===== config.mk =====
export PLATFORM = sky130hd
export DESIGN_NAME = udp_sweep_ctrl
export DESIGN_NICKNAME = d
export VERILOG_FILES = /design/src/rtl/udp_sweep_ctrl.sv
export SDC_FILE = /design/constraint.sdc
export NUM_CORES = 1
export LEC_CHECK = 0
export ABC_CLOCK_PERIOD_IN_PS = 1600
export BUFFER_PORTS_ARGS = -buffer_cell sky130_fd_sc_hd__buf_2
export CORE_MARGIN = 5
export CORE_UTILIZATION = 53
export CTS_CLUSTER_SIZE = 12
export DETAILED_ROUTE_END_ITERATION = 8
export HOLD_SLACK_MARGIN = 0.06
export PLACE_DENSITY = 0.81
export SETUP_SLACK_MARGIN = 0.1
export SLEW_MARGIN = 30
export SYNTH_ARGS = -nofsm -noshare
export SYNTH_HDL_FRONTEND = slang
export SYNTH_SLANG_ARGS = --single-unit

===== constraint.sdc =====
create_clock -name clk -period 1.6 [get_ports clk]
set_input_delay 0.08 -clock clk [delete_from_list [all_inputs] [get_ports clk]]
set_output_delay 0.08 -clock clk [all_outputs]
set_load 0.01 [all_outputs]

===== src/rtl/udp_sweep_ctrl.sv =====
// udp_sweep_ctrl: exhaustive sweep controller for a small combinational circuit.
//
// The block steps a 4-bit index through 0..15. It drives {a,b,c} = idx[2:0] and d = idx[3].
// After SETTLE_CYC settle cycles it samples the responses of the circuit:
//   - e is sampled for idx 0..7 and builds e_map.
//   - f (e ANDed with d) is sampled for idx 8..15 and builds f_map.
// At the end of the sweep both maps are compared with expect_mask to produce pass.
//
// Parameters:
//   SETTLE_CYC   cycles each input vector is held before sampling (1..15)
// Ports:
//   clk          clock, rising edge
//   rst          synchronous active-high reset
//   start        sweep request, accepted only when idle
//   expect_mask  expected minterm map; bit n is the expected output for {a,b,c} = n
//   a, b, c, d   registered drive to the circuit under test
//   e, f         responses from the circuit under test
//   busy         high while a sweep runs
//   done         one-cycle pulse at sweep completion
//   e_map, f_map captured response maps
//   pass         sweep result, valid from done until the next accepted start
// Optional feature (macro UDP_SWEEP_FIRST_FAIL_EN):
//   fail_valid   set on the first sample that disagrees with expect_mask
//   fail_idx     index of that first disagreeing sample
module udp_sweep_ctrl #(
  parameter int unsigned SETTLE_CYC = 1
) (
  input  logic       clk,
  input  logic       rst,
  input  logic       start,
  input  logic [7:0] expect_mask,
  output logic       a,
  output logic       b,
  output logic       c,
  output logic       d,
  input  logic       e,
  input  logic       f,
  output logic       busy,
  output logic       done,
  output logic [7:0] e_map,
  output logic [7:0] f_map,
  output logic       pass
`ifdef UDP_SWEEP_FIRST_FAIL_EN
  ,
  output logic       fail_valid,
  output logic [3:0] fail_idx
`endif
);

  typedef enum logic [1:0] {StIdle, StSettle, StSample, StDone} state_t;

  localparam logic [3:0] SettleLast = 4'(SETTLE_CYC - 1);

  state_t     state;
  logic [3:0] idx;
  logic [3:0] cnt;
  logic [3:0] idx_nxt;

  assign idx_nxt = idx + 4'd1;

`ifdef UDP_SWEEP_FIRST_FAIL_EN
  logic sample_bit;
  assign sample_bit = idx[3] ? f : e;
`endif

  always_ff @(posedge clk) begin
    if (rst) begin
      state <= StIdle;
      idx   <= 4'd0;
      cnt   <= 4'd0;
      a     <= 1'b0;
      b     <= 1'b0;
      c     <= 1'b0;
      d     <= 1'b0;
      busy  <= 1'b0;
      done  <= 1'b0;
      pass  <= 1'b0;
      e_map <= 8'h00;
      f_map <= 8'h00;
`ifdef UDP_SWEEP_FIRST_FAIL_EN
      fail_valid <= 1'b0;
      fail_idx   <= 4'd0;
`endif
    end else begin
      done <= 1'b0;
      unique case (state)
        StIdle: begin
          if (start) begin
            state <= StSettle;
            idx   <= 4'd0;
            cnt   <= 4'd0;
            {a, b, c, d} <= 4'b0000;
            busy  <= 1'b1;
            pass  <= 1'b0;
            e_map <= 8'h00;
            f_map <= 8'h00;
`ifdef UDP_SWEEP_FIRST_FAIL_EN
            fail_valid <= 1'b0;
            fail_idx   <= 4'd0;
`endif
          end
        end
        StSettle: begin
          cnt <= cnt + 4'd1;
          if (cnt == SettleLast) state <= StSample;
        end
        StSample: begin
          // Only the response relevant to the current half of the sweep is captured.
          if (!idx[3]) e_map[idx[2:0]] <= e;
          else         f_map[idx[2:0]] <= f;
`ifdef UDP_SWEEP_FIRST_FAIL_EN
          if (!fail_valid && (sample_bit != expect_mask[idx[2:0]])) begin
            fail_valid <= 1'b1;
            fail_idx   <= idx;
          end
`endif
          if (idx != 4'd15) begin
            idx   <= idx_nxt;
            cnt   <= 4'd0;
            state <= StSettle;
            // Drive changes only when entering SETTLE, so it is stable while sampled.
            {a, b, c, d} <= {idx_nxt[2:0], idx_nxt[3]};
          end else begin
            state <= StDone;
          end
        end
        StDone: begin
          // Maps already include the final sample written on the previous edge.
          pass  <= (e_map == expect_mask) && (f_map == expect_mask);
          done  <= 1'b1;
          busy  <= 1'b0;
          state <= StIdle;
          {a, b, c, d} <= 4'b0000;
        end
        default: state <= StIdle;
      endcase
    end
  end

endmodule


Yosys cells after proc, flatten, opt, wreduce, memory -nomap -nowiden
Cells that the tools add are included.

cells by class
  reduce and logical (&&, ||, !) cells = 15
  add/sub/neg operators = 2
  multiplexer cells = 31
  order comparisons = 2
  equal/unequal tests = 11

operators by type and width
  kind                                                  number
  one-hot mux 8 bit (2 select lines)                    2
  two-way mux 8 bit                                     3
  bitwise mux 8 bit                                     2
  equality test 8 bit                                   2
  AND reduction 3 bit                                   5
  two-way mux 4 bit                                     3
  one-hot mux 1 bit (3 select lines)                    4
  one-hot mux 4 bit (3 select lines)                    1
  != test 2 bit (second input constant)                 5
  adder 4 x 1 -> 4 bit (second input constant)          2
  two-way mux 1 bit                                     8
  one-hot mux 2 bit (4 select lines)                    1
  one-hot mux 4 bit (2 select lines)                    1
  two-way mux 2 bit                                     3
  nonzero test 3 bit                                    2
  equality test 2 bit (second input constant)           2
  zero test 4 bit                                       1
  < comparator 3 x 4 -> 1 bit (second input constant)   1
  != test 4 bit (second input constant)                 1
  one-hot mux 1 bit (2 select lines)                    2
  AND reduction 2 bit                                   2
  nonzero test 2 bit                                    2
  demux 1 bit (select 3 bit)                            1
  >= comparator 3 x 1 -> 1 bit (second input constant)  1
  3 further kinds                                       4

storage, ports and cells
  flip-flop bits (word level) = 33

Longest topological paths before layout
Gate-level depths: netlist of the first run.

  word-level depth = 7
  mapped depth = 6
  depth with buffers taken out = 5

Worst setup path after synthesis of the first run
Ideal clock, no wire load.

  kind = flip-flop to flip-flop
  from = register idx[0]
  to = register cnt[3]
  cell stages (with the launch flop) = 6
  arrival = 1.356 ns
  setup slack = 0.175 ns
  buffers on the path = 0
  setup time = 0.070 ns
  clock period less this slack = 1.425 ns
  cells stage by stage = dfxtp_1 ha_1 a31oi_1 o21ai_1 or3_1 a21oi_1

between the ends
  word-level cells in the longest chain between the ends = 3

RTL lines
  item                                  RTL line  RTL
  start, declared                       55        logic [3:0] idx;
  start signal, assigned                118       idx <= idx_nxt;
  != test 4 bit                         117       if (idx != 4'd15) begin
  != test 2 bit (no source line)        -
  AND reduction 3 bit (no source line)  -
  end signal, assigned                  104       cnt <= cnt + 4'd1;
  end, declared                         56        logic [3:0] cnt;

Every way passes these cells.
A chain may end at the register's enable or synchronous reset.

Worst setup path in the final report of the first run
Same ends and word-level chain as after synthesis.

==> flow_results.org, run 1 <==
** Status
- The run finished with clean final reports.

** Power and ir drop
- Dividing total power by cell area gives a power density of around 740 nW/µm².
- VDD sags by at most 0.564 mV.
- Total power :: 1.48 mW
- Summed over all cells, the static leakage comes to 0.850 nW.

** Routing
- Summed over all nets, wire length on met3 after detailed routing comes to 206 µm.
- Before antenna repair, the detailed router went through 4 iterations.
- DR top layer :: met4
- The routed design uses 1.73 mm of met2 wire.
- The routed layout has 1624 vias.
- DRT met1 WL :: ~1.7 mm
- The detail route stage leaves a number of antenna-violating nets equal to 0.
- First DRT Iteration DRCs :: ~100
- Detailed-route DRC error count :: 0
- Using the TritonRoute via totals, the vias-per-cell ratio works out to 5.54.
- Wire length per cell after detailed routing :: 12.9 µm
- The final layout contains routed wiring with a total length of between 3 and 4 mm.

** Die
- The total area inside the core boundary comes to approximately 3000 µm².
- The die covers 4350 µm².
- Die height :: 66.0 µm
- 36 I/O pins were placed.
- Starting utilization of the core area :: 54.8%
- Die width :: 66.0 µm
- Count of standard-cell rows :: 20

** Synth
- Cells taking the most area after synthesis :: sky130_fd_sc_hd__dfxtp_1, sky130_fd_sc_hd__a21oi_1, sky130_fd_sc_hd__o21ai_0
- Yosys top cell by area :: sky130_fd_sc_hd__dfxtp_1
- Number of flops mapped to enable cells by yosys :: 0
- Number of synthesized register bits :: 33
- Averaged over all synthesized cells, the footprint is 7.98 µm².
- After synthesis the cells add up to around 1700 µm².
- The number of nets handed over by synthesis was 224.
- Most instantiated library cell after synthesis :: sky130_fd_sc_hd__dfxtp_1
- Post-Syn Instances :: 208
- Area share of the largest cell type after synthesis :: 39.8%
- By count the netlist is led by sky130_fd_sc_hd__dfxtp_1, sky130_fd_sc_hd__a21oi_1, sky130_fd_sc_hd__nand2_1, sky130_fd_sc_hd__o21ai_0, sky130_fd_sc_hd__nor2_1.
- Async set-reset flop share out of synthesis :: 0%
- Among all flip-flop cells after synthesis, the most frequent one is sky130_fd_sc_hd__dfxtp_1.
- Register area share after synthesis :: about two fifths
- Count of cell types in the netlist :: 40
- Number of warnings printed during yosys synthesis :: 0

** Clock network
- Hold-fix buffer count after cts :: 0
- After clock tree synthesis, the clock-pin slew on the worst setup and hold paths is 100 ps.
- H-tree level count :: 2
- CTS max path bufs :: 2
- TritonCTS built the clock tree.
- Sink count of the clock tree :: 33
- CTS buffer count :: 5
- In this run the clock root is driven by a sky130_fd_sc_hd__clkbuf_4.
- Clock insertion delay at the later pin of the skew report :: 340 ps

** Final layout
- Final design instance area without fill :: 1990 µm²
- Fraction of the core area covered by cells at the end of the flow :: between 60% and 70%
- In the final layout, the multi-input gates occupy 947 µm².
- In the final layout, flip-flops and latches occupy ~660 µm².
- Ratio of cells with drive above 1 in the final layout :: 28.1%
- Post-layout net count :: 264
- Diodes inserted :: 0
- Area Growth Syn to Fin :: 20.1%
- The layout has 266 filler cells.
- Leaving out filler cells and counting taps, the final layout contains 293.

** STA
- Headroom to the max-slew limit came out at 71.1%.
- Based on the critical path, the design can be clocked at up to 708 MHz.
- Final Setup Violations :: 0
- Of the available clock period, the critical path in the final layout requires 88.3%.
- For the final database, setup skew stands at 9.03 ps.
- The final number of hold-violating endpoints came to 0.
- Actual slew at the worst max-slew pin :: around 430 ps
- Across all hold checks on the routed design, the worst slack comes to 80.1 ps.
- The count of pins over their slew limit was 0.
- Unrepaired setup endpoints after global routing :: true
- Setup WS post-layout :: 188 ps
- Summed over all failing endpoints, the final setup total negative slack is 0 ps.
- Subtracting the final worst setup slack from the clock period gives 1410 ps.

** Setup path
- The slowest stage of the critical path is the sky130_fd_sc_hd__or3_1 cell.
- Cell Chain, Critical Path :: ha_1 -> a31oi_2 -> o21ai_2 -> or3_1 -> a21oi_1
- Delay of the slowest cell on the worst path :: between 300 and 400 ps
- Of all nets on the critical path, the largest fanout is 4.
- Worst setup EP type :: register
- Worst path arrival time :: 1680 ps
- Data required time at the worst endpoint :: 1870 ps
- STA classifies the critical path startpoint as a register.
- The setup path with the least slack is of type reg2reg.

** Place
- Counting tap cells, the placed design contains a total of 285 instances.
- Gp weighted congestion :: just over 0.8
- In this run the cell area measured after placement is 1890 µm².
- The count of buffers added on input and output ports is 35.
- Half-perimeter wire length after placement :: 2.70 mm
- At the placement stage, the worst setup path has a slack of between 100 and 150 ps.

** GRT
- GR Util All Layers :: 19.9%
- Entering global routing, the biggest net connects 22 pins.
- The number of antenna violations at the first check in global routing came to 0.
- Number of global-route vias before repair :: around 1500
- Global-route wire length before repair :: between 6 and 7 mm
- The total overflow left after global routing is 0.

** Run
- Max-cap violations in this run came to 0.

** Worst hold path
- Path category of the worst min-delay check :: in2reg
## timing repair
action	in CTS	in global routing
gates resized for setup	2	11
pin swaps	0	2
setup buffers	0	0
endpoints found under the setup margin	2	13
## per-layer routing
layer  global-route usage, %  up-vias
met5                       0        -
met4                    14.0        0
met3                    4.42       14
met2                    30.4       51
met1                    24.5      726
li1                        -      833
## critical path, delay by kind of cell, from the launching register on
kind / cells / cell delay, ps
adder cells (fa/ha/maj): 1 / 230
AO/OA/AOI/OAI: 3 / 440
AND/OR/NAND/NOR: 1 / 340
flip-flops: 1 / 330
## final cells by class
class                   count  share of cell area, %
clock buffers               6                   2.07
repair buffers             45                   12.6
inverters                   7                   1.32
clock inverters             2                  0.502
multi-input cells         156                   47.5
flip-flops and latches     33                   33.3
well taps                  44                   2.76
## registers in the layout (all words and copies together) (netlist names), 2 cells and up
name   count
e_map      8
f_map      8
cnt        4
idx        4
state      2
## layout by cell type, fill, tap and decap left out, types with 3 or more instances in the layout
cell	instances
sky130_fd_sc_hd__nor2_1	19
sky130_fd_sc_hd__and3_1	5
sky130_fd_sc_hd__nand4_1	6
sky130_fd_sc_hd__inv_1	6
sky130_fd_sc_hd__buf_4	10
sky130_fd_sc_hd__nor3_1	6
sky130_fd_sc_hd__buf_2	35
sky130_fd_sc_hd__dfxtp_1	31
sky130_fd_sc_hd__a22oi_1	3
sky130_fd_sc_hd__or3_1	8
sky130_fd_sc_hd__o21ai_0	19
sky130_fd_sc_hd__nand2_1	20
sky130_fd_sc_hd__ha_1	3
sky130_fd_sc_hd__nand3_1	7
sky130_fd_sc_hd__clkbuf_4	5
sky130_fd_sc_hd__a21oi_1	28
## path summary, 6_finish.rpt
check                           startpoint       end  slack [ps]  cells after the start
worst max-delay path                idx[0]    cnt[3]         190                      5
worst min-delay path                     f  f_map[4]          80                      4
worst max register to register      idx[0]    cnt[3]         190                      5
worst min register to register           d         d         460                      2
## where the power goes
group / internal [mW] / switching, mW / leakage [nW] / total, mW
sequential: 0.834 / 0.0157 / 0.267 / 0.850
combinational: 0.0746 / 0.110 / 0.550 / 0.184
clock: 0.167 / 0.283 / 0.0320 / 0.450
total: 1.08 / 0.408 / 0.850 / 1.48
## kinds of logic after synthesis
family | synth area share, %
simple gates | 27.5
mux | 1.43
flops | 39.8
fa+ha+maj | 2.26
compound gates | 21.6
xor+xnor | 1.58
buf+inv | 5.88
(Power assumes the default switching activity.)
==> run 2: changes to the inputs <==
--- a/config.mk
+++ b/config.mk
@@ -6,11 +6,11 @@
 export NUM_CORES = 1
 export LEC_CHECK = 0
 export ABC_CLOCK_PERIOD_IN_PS = 1600
-export BUFFER_PORTS_ARGS = -buffer_cell sky130_fd_sc_hd__buf_2
 export CORE_MARGIN = 5
-export CORE_UTILIZATION = 53
+export CORE_UTILIZATION = 62
 export CTS_CLUSTER_SIZE = 12
 export DETAILED_ROUTE_END_ITERATION = 8
+export DONT_BUFFER_PORTS = 1
 export HOLD_SLACK_MARGIN = 0.06
 export PLACE_DENSITY = 0.81
 export SETUP_SLACK_MARGIN = 0.1
==> constraint.sdc (replaced) <==
create_clock -name clk -period 1.6 [get_ports clk]
set_input_delay 0.16 -clock clk [delete_from_list [all_inputs] [get_ports clk]]
set_output_delay 0.16 -clock clk [all_outputs]
set_load 0.01 [all_outputs]
==> run 2 against run 1 <==
  * The run now ends with hold timing left
  * Sequential power barely moved
  * Die area fell by 12%
  * Sequential cell count did not move
  * First-iteration DRC count rose by 33%
  * Non-clock buffer count fell by 29
  * Combinational power fell by 14%
  * Clock power fell by 3%
  * Critical endpoint is now f_map[4]
==> flow_results.org, run 2 (synthesized netlist as in run 1, its figures left out) <==
** Place
- Buffers placed on the I/O ports in this run total 0.
- The HPWL after detailed placement is 2.87 mm.
- The number of placed instances, taps included, is 240.
- Gp weighted congestion :: roughly 0.8

** Clock network
- The root buffer cell chosen for the clock tree is sky130_fd_sc_hd__clkbuf_4.
- TritonCTS built the clock tree.
- CTS buffer count :: 5
- H-tree level count :: 2
- CTS saw 33 sinks.
- Counting along the longest clock path gives a buffer depth of 2.
- After clock tree synthesis, the flow added hold-fix buffers numbering 1.
- Clock-pin slew was measured on the worst setup and hold paths at 100 ps.
- The clock reaches the later pin of the worst-skew pair after 340 ps.

** Final layout
- Ratio of cells with drive above 1 in the final layout :: 17.7%
- Area Growth Syn to Fin :: 11.2%
- In the final layout, the registers with the most flip-flops are e_map (8), f_map (8).
- In the layout the commonest cells are sky130_fd_sc_hd__a21oi_1, sky130_fd_sc_hd__dfxtp_1, sky130_fd_sc_hd__nand2_1, sky130_fd_sc_hd__o21ai_0, sky130_fd_sc_hd__nor2_1.
- Excluding fillers, the count of instances in the completed layout stands at 250.
- Most common library cell in the layout ignoring fill and taps :: sky130_fd_sc_hd__a21oi_1
- The net count of the finished layout is 235.
- Diodes inserted :: 0

** Setup path
- For the worst setup path, the data required time is 1880 ps.
- Delay of the slowest cell on the worst path :: 390 ps
- Data on the critical path arrives at its endpoint at 1670 ps.
- Crit start category :: register
- Worst setup EP type :: register
- Kind of cell with the highest combined delay on the critical path :: simple AND/OR/NAND/NOR gates
- Worst path slowest cell :: sky130_fd_sc_hd__dfxtp_4
- WS Path Type :: reg2reg
- Along the worst path, the maximum fanout reaches 9.
- Traced cell by cell, the critical path runs through mux2i_2 -> or2_1 -> or3_1 -> a21oi_1.
- Together, buffers and inverters on the worst path number 0.

** STA
- Worst-case clock skew :: between 9 and 10 ps
- Final Setup Violations :: 0
- The smallest clock period supported by the final layout is computed as between 1000 and 1500 ps.
- Final Max Tran Viols :: 0
- In this run the tightest slew margin relative to its limit is 75.4%.
- Hold WS :: -125 ps
- Fin Setup TNS :: 0 ps
- Of the available clock period, the critical path in the final layout requires 86.8%.
- The final number of hold-violating endpoints came to 30.
- Timing-limited maximum frequency :: 720 MHz
- At the pin with the least slew margin, the transition time is about 370 ps.
- Setup repair after global routing left no endpoint under its margin.

** Routing
- First DRT Iteration DRCs :: 136
- In the final routed layout, each cell accounts on average for 15.7 µm.
- The pre-antenna-repair detailed-routing pass consisted of 4 iterations.
- Dividing the detail-routed via count by the number of cells gives between 6 and 7.
- Number of vias after detailed routing :: approximately 1600
- Drt total wl :: 3.92 mm
- Detailed-route DRC error count :: 0
- The count of nets left with antenna violations once routing finished came out at 0.

** Status
- The final reports fail on hold timing.
- Status :: complete, but fails checks

** Die
- Die height :: 61.7 µm
- Starting utilization of the core area :: 65.8%
- The region available for standard cell placement spans 2520 µm².
- Die width :: 61.7 µm
- Full die area :: roughly 3800 µm²
- The floorplan has 18 rows.
- Number of placed I/O pins :: 36

** Power and ir drop
- Worst ir drop on vdd :: 0.659 mV
- Areal power density over the cells :: 785 nW/µm²
- For this design the static power due to leakage is 0.702 nW.

** GRT
- Largest net degree at the start of global routing :: 32
- Initial antenna violation count :: 0
- Global routing used 22.9% of the available tracks.
- Number of global-route vias before repair :: 1532
- Sum of overflow across all layers after global routing :: 0
- Global-route wire length before repair :: 6.41 mm

** Run
- Across the run, the number of max-cap violations was 0.

** Worst hold path
- Path category of the worst min-delay check :: in2reg
run 2: repair_timing:
action                                  CTS  global route
gates resized for setup                   1            11
setup buffers                             1             0
endpoints found under the hold margin    33            31
pin swaps                                 1             4
gates cloned                              0             0
endpoints found under the setup margin    6            18
run 2: final timing paths:
path	start	to	slack [ps]	cells after the start
hold reg to reg	cnt[3]	cnt[3]	500	2
setup reg to reg	state[1]	f_map[4]	210	4
setup / recovery	state[1]	f_map[4]	210	4
hold / removal	rst	busy	-130	1
run 2: metal layers:
metal	global-route usage, %	wire length [µm]	up-vias
met5	0	0	-
met4	13.0	91	0
met3	5.17	290	9
met2	39.5	1960	60
met1	26.0	1570	726
li1	-	-	772
run 2: report_power, final:
| part | switching [mW] | internal, mW | total (mW) |
|---|---|---|---|
| combinational | 0.0901 | 0.0685 | 0.159 |
| sequential | 0.0194 | 0.833 | 0.853 |
| clock | 0.271 | 0.167 | 0.438 |
| total | 0.381 | 1.07 | 1.45 |
run 2: stage by stage:
stage,total power [mW],area (µm²),setup WS (ps),util [%]
2_1_floorplan,0.986,1660,175,-
3_3_place_gp,1.01,1740,148,69.1
3_5_place_dp,1.02,1740,53.5,69.1
4_1_cts,1.46,1810,126,71.9
5_1_grt,1.54,1850,105,73.2
6_report,1.45,1850,211,73.2
run 2: final cells by class:
| class | instances | area, µm² |
|---|---|---|
| fillers | 199 | 677 |
| repair buffers | 16 | 135 |
| clock inverters | 2 | 10.0 |
| flip-flops and latches | 33 | 671 |
| clock buffers | 6 | 41.3 |
| multi-input cells | 156 | 925 |
| well taps | 30 | 37.5 |
| inverters | 7 | 26.3 |
==> run 3: changes to the inputs <==
--- a/config.mk
+++ b/config.mk
@@ -6,6 +6,8 @@
 export NUM_CORES = 1
 export LEC_CHECK = 0
 export ABC_CLOCK_PERIOD_IN_PS = 1600
+export CAP_MARGIN = 40
+export CORE_ASPECT_RATIO = 0.7
 export CORE_MARGIN = 5
 export CORE_UTILIZATION = 62
 export CTS_CLUSTER_SIZE = 12
==> run 3 against run 2 <==
  * The run still ends with hold timing left
  * Sequential share of layout area down 2.1 points
  * Clock power is 91% higher
  * Hold slack improved by 40 ps
  * Sequential power about the same
  * Die area rose by 0.43%
  * Maximum frequency down 9.0%
  * Largest power group unchanged
  * Highest routed layer unchanged
==> flow_results.org, run 3 (synthesized netlist as in run 1, its figures left out) <==
** Routing
- Number of vias after detailed routing :: roughly 1800
- For this run, design rule violations remaining after detail routing come to 0.
- Detail Route met3 WL :: ~670 µm
- In the routed layout, each cell is associated on average with a via count of between 6 and 7.
- After the first detailed-routing iteration, the DRC count stood at 314.
- Before antenna repair, the detailed router went through 7 iterations.
- Wire length per cell after detailed routing :: between 15 and 20 µm
- After detailed routing, no signal wire sits above met4.
- In the final routing, the length of wire on met1 measures 1.91 mm.
- Routed Antenna Nets :: 0
- DR WL met2 :: 2.25 mm
- Drt total wl :: between 5 and 6 mm

** Setup path
- Largest driver fanout on the critical path :: 5
- Worst R2R Path Depth :: 5
- Crit start category :: register
- Data required time at the worst endpoint :: approximately 1800 ps
- Launch point of the worst reg-to-reg path :: idx[3]
- Worst setup EP type :: register
- Worst path arrival time :: 1710 ps
- The critical path in this run is classified as reg2reg.
- In this run the worst setup path begins at idx[3].

** Power and ir drop
- Fraction of power spent switching nets :: about a quarter
- In this run the static leakage power is 0.745 nW.
- VDD sags by at most 0.618 mV.
- Areal power density over the cells :: roughly 940 nW/µm²
- Internal portion of total power :: 1.40 mW
- Combinational cells account for 9.0% of the total power.
- Registers are responsible for between 40% and 50% of the overall power.
- Switching pwr :: 0.455 mW
- The clock network burns 45.0% of the power.

** Final layout
- Final design instance area without fill :: 1970 µm²
- Diodes inserted :: 0
- Leaving out fill and tap cells, the most frequent cell in the layout is sky130_fd_sc_hd__a21oi_1.
- Compared with the post-synthesis result, the final layout area differs by 18.9%.
- Post-layout net count :: 238
- Biggest registers after layout :: e_map (8), f_map (8)
- Counting the fill cells in the layout gives roughly 160.
- In the layout the commonest cells are sky130_fd_sc_hd__a21oi_1, sky130_fd_sc_hd__dfxtp_1, sky130_fd_sc_hd__nand2_1.
- Leaving out filler cells and counting taps, the final layout contains 257.
- Ratio of cells with drive above 1 in the final layout :: roughly 22%

** Worst hold path
- Along the worst hold path, the cell count comes to 1.
- Path category of the worst min-delay check :: in2reg
- Start point of the worst hold path :: rst

** Run
- Total of max-cap violations :: 0

** GRT
- Sum of overflow across all layers after global routing :: 0
- Initial antenna violation count :: 0
- Global routing used 26.3% of the available tracks.
- Largest net degree at the start of global routing :: 32
- Global-route wire length before repair :: approximately 7.5 mm
- Number of global-route vias before repair :: 1609

** Place
- Half-perimeter wire length after placement :: between 3 and 4 mm
- Area after DPL :: 1740 µm²
- In this run the tool buffered the top-level ports with 0 buffer cells.
- At the end of routability-driven placement, the weighted congestion stood at approximately 0.83.
- Placed insts :: 245

** Clock network
- Clock slew seen by the registers of the worst setup and hold paths :: 80 ps
- TritonCTS created 5 clock buffers.
- CTS max path bufs :: 2
- The H-tree generated during clock tree synthesis spans 2 levels.
- CTS tree :: done
- The cell sitting at the root of the clock tree is a sky130_fd_sc_hd__clkbuf_8.
- Clock insertion delay at the later pin of the skew report :: 300 ps
- For this design, the sink count on the clock tree is 33.
- Hold-fix buffer count after cts :: 1

** Die
- Die width :: ~70 µm
- For this configuration, the core starts out at a cell density of around two thirds.
- For this design the top-level I/O count stands at 36.
- Row generation in the floorplan step produced 15 rows.
- Full die area :: 3830 µm²
- Die height :: approximately 53 µm
- Core area :: 2510 µm²

** STA
- Final Max Tran Viols :: 0
- The worst path uses 95.3% of the clock period.
- Slew headroom :: between 70% and 80%
- Minimum clock period after layout :: 1530 ps
- Unrepaired setup endpoints after global routing :: true
- Final-report hold violation count :: 29
- At the pin with the least slew margin, the transition time is 412 ps.
- Timing-limited maximum frequency :: 656 MHz
- Across all hold checks on the routed design, the worst slack comes to -84.9 ps.
- Setup violations remaining at the end of the flow were counted as 0.
- Fin Setup TNS :: 0 ps
- For the final database, setup skew stands at 10.2 ps.

** Status
- Violated checks :: hold timing
- The run finished, with violations left.
[run 3: cell types whose count changed in the layout (fill, tap and decap cells not counted), moves of 2 or more]
cell / change
sky130_fd_sc_hd__buf_4: +2
sky130_fd_sc_hd__clkinv_2: -2
sky130_fd_sc_hd__o21ai_1: +2
sky130_fd_sc_hd__clkbuf_4: -5
sky130_fd_sc_hd__clkbuf_8: +6
sky130_fd_sc_hd__buf_6: +2
[run 3: power by group through the flow]
stage,Combinational [mW],Clock [mW],Sequential (mW)
2_1_floorplan,0.122,0,0.864
3_3_place_gp,0.135,0,0.870
3_5_place_dp,0.143,0,0.871
4_1_cts,0.149,0.841,0.853
5_1_grt,0.181,0.880,0.856
6_report,0.168,0.836,0.855
[run 3: cell type report]
cell class	count	area [µm²]	share of cell area (%)
well taps	34	42.5	2.16
inverters	7	26.3	1.33
clock buffers	6	82.6	4.19
flip-flops and latches	33	674	34.2
multi-input cells	156	956	48.5
clock inverters	2	37.5	1.90
repair buffers	19	153	7.74
[run 3: per-stage QoR]
step,utilization (%),setup WS [ps],power (mW)
final,78.4,74.9,1.86
after global placement,69.3,148,1.00
after detailed placement,69.3,75.6,1.01
after global routing,78.4,62.1,1.92
after floorplan,-,175,0.986
after CTS,75.0,109,1.84
[run 3: timing repair]
| action | CTS | global route |
|---|---|---|
| endpoints found under the setup margin | 10 | 23 |
| pin swaps | 0 | 6 |
| buffers inserted | 0 | 3 |
| gates cloned | 0 | 0 |
| endpoints found under the hold margin | 30 | 29 |
| gates resized for setup | 3 | 21 |
[run 3: layer usage]
layer	global-route usage [%]	vias up
met5	0	-
met4	15.3	0
met2	39.6	141
met1	30.3	802
met3	12.7	34
li1	-	773
[run 3: final timing paths]
kind | slack (ps) | endpoint
max reg2reg | 70 | idx[3]
min | -80 | f_map[4]
min reg2reg | 500 | cnt[3]
max | 70 | idx[3]
[run 3: worst max-delay path, stage by stage, from the launching register on]
cell and delay, ps:
sky130_fd_sc_hd__dfxtp_4 390, sky130_fd_sc_hd__buf_4 160, sky130_fd_sc_hd__nand4_1 230, sky130_fd_sc_hd__nand2_1 270, sky130_fd_sc_hd__nor2_1 90, sky130_fd_sc_hd__a211oi_1 280
